$ cat config.mk
export PLATFORM = sky130hd
export DESIGN_NAME = countdown_timer_flat
export DESIGN_NICKNAME = d
export VERILOG_FILES = /design/src/rtl/countdown_timer_if.sv /design/src/rtl/countdown_timer.sv /design/src/flat_wrapper.sv
export SDC_FILE = /design/constraint.sdc
export NUM_CORES = 1
export LEC_CHECK = 0
export ABC_AREA = 1
export CAP_MARGIN = 10
export CORE_ASPECT_RATIO = 1.75
export CORE_MARGIN = 2
export CORE_UTILIZATION = 35
export DETAILED_ROUTE_END_ITERATION = 8
export GPL_ROUTABILITY_DRIVEN = 0
export GPL_TIMING_DRIVEN = 0
export HOLD_SLACK_MARGIN = 0.06
export PLACE_DENSITY = 0.55
export SLEW_MARGIN = 20
export SYNTH_ARGS = -nofsm -noshare
export SYNTH_HDL_FRONTEND = slang
export SYNTH_SLANG_ARGS = --single-unit
$ cat constraint.sdc
create_clock -name clock -period 3.9 [get_ports clock]
set_clock_uncertainty 0.1 [all_clocks]
set_input_delay 0.78 -clock clock [delete_from_list [all_inputs] [get_ports clock]]
set_output_delay 0.78 -clock clock [all_outputs]
set_load 0.05 [all_outputs]
$ cat src/rtl/countdown_timer_if.sv
// Control/status bundle of the countdown timer.
// The master drives the load value and controls; the slave returns count and status.
interface countdown_timer_if #(
  parameter int unsigned WIDTH      = 16,
  parameter int unsigned PRESCALE_W = 8
);
  logic [WIDTH-1:0]      in;
  logic                  load;
  logic                  dec;
  logic                  start;
  logic                  stop;
  logic                  auto_reload;
  logic [PRESCALE_W-1:0] prescale;
  logic [WIDTH-1:0]      out;
  logic                  zero;
  logic                  busy;
  logic                  done;
  logic                  tc_pulse;

  modport master (
    output in, load, dec, start, stop, auto_reload, prescale,
    input  out, zero, busy, done, tc_pulse
  );

  modport slave (
    input  in, load, dec, start, stop, auto_reload, prescale,
    output out, zero, busy, done, tc_pulse
  );
endinterface

$ cat src/rtl/countdown_timer.sv
// Loadable down-counter / prescaled countdown timer.
// It raises a one-cycle terminal-count strobe and can optionally reload the count automatically.
module countdown_timer #(
  parameter int unsigned WIDTH      = 16,
  parameter int unsigned PRESCALE_W = 8
) (
  input  logic              clock,
  input  logic              reset,
  countdown_timer_if.slave  bus
);

  typedef enum logic [1:0] {
    IDLE = 2'd0,
    RUN  = 2'd1,
    DONE = 2'd2
  } state_e;

  state_e                state_q, state_d;
  logic [WIDTH-1:0]      count_q, count_d;
  logic [WIDTH-1:0]      reload_q, reload_d;
  logic [PRESCALE_W-1:0] pre_cnt_q, pre_cnt_d;
  logic                  done_q, done_d;
  logic                  tc_pulse_q, tc_pulse_d;

  always_ff @(posedge clock) begin
    if (reset) begin
      state_q    <= IDLE;
      count_q    <= '0;
      reload_q   <= '0;
      pre_cnt_q  <= '0;
      done_q     <= 1'b0;
      tc_pulse_q <= 1'b0;
    end else begin
      state_q    <= state_d;
      count_q    <= count_d;
      reload_q   <= reload_d;
      pre_cnt_q  <= pre_cnt_d;
      done_q     <= done_d;
      tc_pulse_q <= tc_pulse_d;
    end
  end

  // Only the highest-priority asserted control acts; an ignored start/dec leaves a run ticking.
  always_comb begin
    state_d    = state_q;
    count_d    = count_q;
    reload_d   = reload_q;
    pre_cnt_d  = pre_cnt_q;
    done_d     = done_q;
    tc_pulse_d = 1'b0;

    if (bus.load) begin
      count_d   = bus.in;
      reload_d  = bus.in;
      pre_cnt_d = '0;
      done_d    = 1'b0;
      state_d   = IDLE;
    end else if (bus.stop) begin
      if (state_q == RUN) begin
        state_d   = IDLE;
        pre_cnt_d = '0;
      end
    end else if (bus.start && (state_q != RUN)) begin
      if (count_q != '0) begin
        state_d   = RUN;
        pre_cnt_d = '0;
        done_d    = 1'b0;
      end else if (reload_q != '0) begin
        count_d   = reload_q;
        state_d   = RUN;
        pre_cnt_d = '0;
        done_d    = 1'b0;
      end
    end else if (bus.dec && (state_q != RUN)) begin
      count_d = count_q - WIDTH'(1);
    end else if (state_q == RUN) begin
      if (pre_cnt_q == bus.prescale) begin
        pre_cnt_d = '0;
        if (count_q > WIDTH'(1)) begin
          count_d = count_q - WIDTH'(1);
        end else if (count_q == WIDTH'(1)) begin
          tc_pulse_d = 1'b1;
          done_d     = 1'b1;
          if (bus.auto_reload) begin
            count_d = reload_q;
          end else begin
            count_d = '0;
            state_d = DONE;
          end
        end else begin
          // A zero count can only be reached by reloading zero; end the run quietly.
          state_d = DONE;
        end
      end else begin
        pre_cnt_d = pre_cnt_q + PRESCALE_W'(1);
      end
    end
  end

  assign bus.out      = count_q;
  assign bus.zero     = (count_q == '0);
  assign bus.busy     = (state_q == RUN);
  assign bus.done     = done_q;
  assign bus.tc_pulse = tc_pulse_q;

endmodule

$ cat src/flat_wrapper.sv
// flat-port wrapper written by rule: the top's interface ports become plain ports
module countdown_timer_flat 
#(
  parameter int unsigned WIDTH      = 16,
  parameter int unsigned PRESCALE_W = 8
)
  (clock, reset, bus_in, bus_load, bus_dec, bus_start, bus_stop, bus_auto_reload, bus_prescale, bus_out, bus_zero, bus_busy, bus_done, bus_tc_pulse);
  countdown_timer_if #(.WIDTH(WIDTH), .PRESCALE_W(PRESCALE_W)) bus_i ();
  input  logic clock;
  input  logic reset;
  input wire logic [$bits(bus_i.in)-1:0] bus_in;
  input wire logic [$bits(bus_i.load)-1:0] bus_load;
  input wire logic [$bits(bus_i.dec)-1:0] bus_dec;
  input wire logic [$bits(bus_i.start)-1:0] bus_start;
  input wire logic [$bits(bus_i.stop)-1:0] bus_stop;
  input wire logic [$bits(bus_i.auto_reload)-1:0] bus_auto_reload;
  input wire logic [$bits(bus_i.prescale)-1:0] bus_prescale;
  output wire logic [$bits(bus_i.out)-1:0] bus_out;
  output wire logic [$bits(bus_i.zero)-1:0] bus_zero;
  output wire logic [$bits(bus_i.busy)-1:0] bus_busy;
  output wire logic [$bits(bus_i.done)-1:0] bus_done;
  output wire logic [$bits(bus_i.tc_pulse)-1:0] bus_tc_pulse;
  assign bus_i.in = bus_in;
  assign bus_i.load = bus_load;
  assign bus_i.dec = bus_dec;
  assign bus_i.start = bus_start;
  assign bus_i.stop = bus_stop;
  assign bus_i.auto_reload = bus_auto_reload;
  assign bus_i.prescale = bus_prescale;
  assign bus_out = bus_i.out;
  assign bus_zero = bus_i.zero;
  assign bus_busy = bus_i.busy;
  assign bus_done = bus_i.done;
  assign bus_tc_pulse = bus_i.tc_pulse;
  countdown_timer #(.WIDTH(WIDTH), .PRESCALE_W(PRESCALE_W)) u_core (.clock(clock), .reset(reset), .bus(bus_i));
endmodule
==> impl_metrics.yaml <==
drt:
  wl_met3_um: 323
  final_antenna_net_count: 0
  drt-initial-drc-count: 137
  dr.pass1.iters: 4
  vias: 3350
  routed_wl_um: 10260
  dr.max_layer_used: "met4"
  wl_met2_um: 5899
  wl_met1_um: 3660
  vias_per_cell: 4.912
  drc: 0
  routedWlPerCell_um: 15.05
floorplanning:
  die_w_um: 76.30
  start_util_pct: 35.66
  core_region_area_um2: 8979
  design.die.area_um2: 9959
  pin_count: 51
  die_y_um: 130.5
  num_rows: 46
clocking:
  cts_buffers: 5
  cts.clk_slew.worst_paths_ns: 0.07
  clk-insertion-delay-late_ns: 0.30
  cts_setup_buffers: 0
  post_cts_resized: 0
  cts_root_buf: "clkbuf_16"
  h-tree-depth: 2
  cts_buffer_depth: 2
  cts_hold_buf: 0
  cts_tree: "built"
  cts_sinks: 44
logic_synthesis:
  synthesis.nets: 540
  synth_cells: 505
  synth_top_area_cell: "dfxtp_1"
  yosysWarnings: 0
  netlist.area_leader.share_pct: 27.51
  syn_avg_cell_area_um2: 6.340
  ys_seq_elements: 44
  ys_seq_area_share_pct: 27.51
  synth_area_um2: 3202
  synth_area_leaders: "dfxtp_1 28%, nand2_1 17%, nor2_1 9.5%, nand3_1 8.8%, inv_1 4.8%"
  yosysUniqueCellTypes: 34
sta:
  max_freq_ghz: 0.3204
  rsz0062_at_grt: "no"
  max-slew-margin-rel_pct: 64.33
  setup_viol_count_final: 0
  drv_slew: 0
  fin_crit_sh_pct: 80.02
  layout_min_cycle_time_ns: 3.121
  tightest_slew_ns: 0.5334
  finalHoldViolCount: 0
  final.setup.tns_ns: 0
worst_hold_path:
  hp-class: "flop to flop"
  holdPathStages: 2
  holdPathEnd: "u_core.reload_q[3]"
  min_from: "u_core.reload_q[3]"
grt:
  grt_use_total_pct: 21.76
  grt_max_degree: 15
  antenna_found_initial: 0
  grt_pass1_wl_um: 16820
  grt_pass1_vias: 3491
  grt_overflow: 0
critical_path:
  r2r_slack_ns: 1.70
  reg2reg_from: "u_core.bus.out[0]"
  startpoint_type: "flop"
  worstRegToRegCells: 11
  r2r_end: "u_core.bus.out[14]"
  crit_path_max_fanout: 5
  end_kind: "output port"
  worst_ep_required_time_ns: 3.02
  crit_start: "u_core.bus.out[0]"
  cp.arrival_ns: 2.24
  critical_path_class: "flop to output port"
power_and_ir_drop:
  p_total_mw: 1.491
  ir_worst_vdd_mv: 0.2204
  power.density_nw_per_um2: 371.8
  p_leak_nw: 1.773
run_status:
  status: "finished, final reports clean"
run:
  max_cap_viol_count: 0
place:
  place_hpwl_um: 8301
  io_buffers: 49
  placed_cell_area_um2: 3842
cells_and_area:
  design_area_um2: 4010
  final_nets: 596
  n_fill_cell: 1018
  diodes: 0
  drive_gt1_share_pct: 13.88
  area_growth_syn_to_layout_pct: 25.24
-- cells in the final DEF (no fill, tap or decap), types with 6 or more instances in the layout --
cell / n
nand2_1: 142
nor2_1: 81
nand3_1: 56
clkdlybuf4s50_1: 49
dfxtp_1: 44
inv_1: 41
a21oi_1: 25
nand2_2: 14
nand3_2: 14
xor2_1: 12
inv_2: 9
nor2_4: 8
nor2_2: 7
xnor2_1: 6
nor3_1: 6
-- state kept, by name (all words and copies together), names as in the netlist --
name                 flops
u_core.pre_cnt_q         8
u_core.bus.done          1
u_core.bus.tc_pulse      1
u_core.reload_q         16
u_core.state_q           2
u_core.bus.out          16
-- routing by layer --
metal,track usage [%],vias to the layer above
met2,44.82,84
met3,2.747,25
met4,10.48,0
li1,-,1709
met1,21.03,1532
met5,0,-
-- through the flow --
| step | cells | hold slack, ns | utilization [%] | setup slack (ns) |
|---|---|---|---|---|
| after floorplan | 505 | 0.3532 | - | 1.636 |
| after global placement | 674 | 0.3657 | 42.80 | 1.057 |
| after detailed placement | 674 | 0.3727 | 42.80 | 1.069 |
| after CTS | 682 | 0.3829 | 44.66 | 0.7496 |
| after global routing | 682 | 0.4135 | 44.66 | 0.6588 |
| final | 682 | 0.3826 | 44.66 | 0.7794 |
-- cells in the mapped netlist, drive strengths merged --
cell type and number:
a31o 1, inv 50, nand3 71, o22ai 2, a31oi 1, clkbuf 6
buf 10, ha 4, nand2 158, or2 1, dfxtp 44, nor2 96
nand4 6, xor2 12, nor3 6, a21oi 27, xnor2 6, o21ai 4
-- layout make-up --
| cell class | instances | area (um^2) | share of cell area, % |
|---|---|---|---|
| Sequential cell | 44 | 880.8 | 21.97 |
| Tap cell | 120 | 150.1 | 3.744 |
| Multi-Input combinational cell | 395 | 2013 | 50.20 |
| Clock buffer | 5 | 125.1 | 3.120 |
| Timing Repair Buffer | 49 | 490.5 | 12.23 |
| Clock inverter | 3 | 42.54 | 1.061 |
| Buffer | 16 | 120.1 | 2.995 |
| Inverter | 50 | 187.7 | 4.680 |
-- worst max path at each step --
stage	end	depth (start not counted)	slack [ns]
2_1_floorplan	bus_zero	6	1.64
3_3_place_gp	u_core.bus.out[14]	9	1.06
3_5_place_dp	u_core.bus.out[14]	9	1.07
4_1_cts	bus_zero	7	0.75
5_1_grt	bus_zero	7	0.66
6_report	bus_zero	7	0.78
-- critical path, stage by stage (launching register included) --
cell and delay (ns):
dfxtp_1 0.34, inv_1 0.18, ha_1 0.19, inv_1 0.04
nor2_1 0.10, nand2_1 0.11, nor2_4 0.15, clkdlybuf4s50_1 0.82
-- where the power goes --
group	switching, mW	internal (mW)
clock network	0.194	0.301
registers	0.0331	0.478
logic	0.315	0.169
-- cell families after synthesis --
logic type / Yosys count / synth area share, %
DFF: 44 / 27.51
adders and majority gates: 4 / 1.563
AOI/OAI and AO/OA: 35 / 6.175
and+or+nand+nor: 338 / 50.21
xor gates and xnor gates: 18 / 4.924
buffers and inverters: 66 / 9.613
Note: power is estimated with default switching activity, not from simulation.
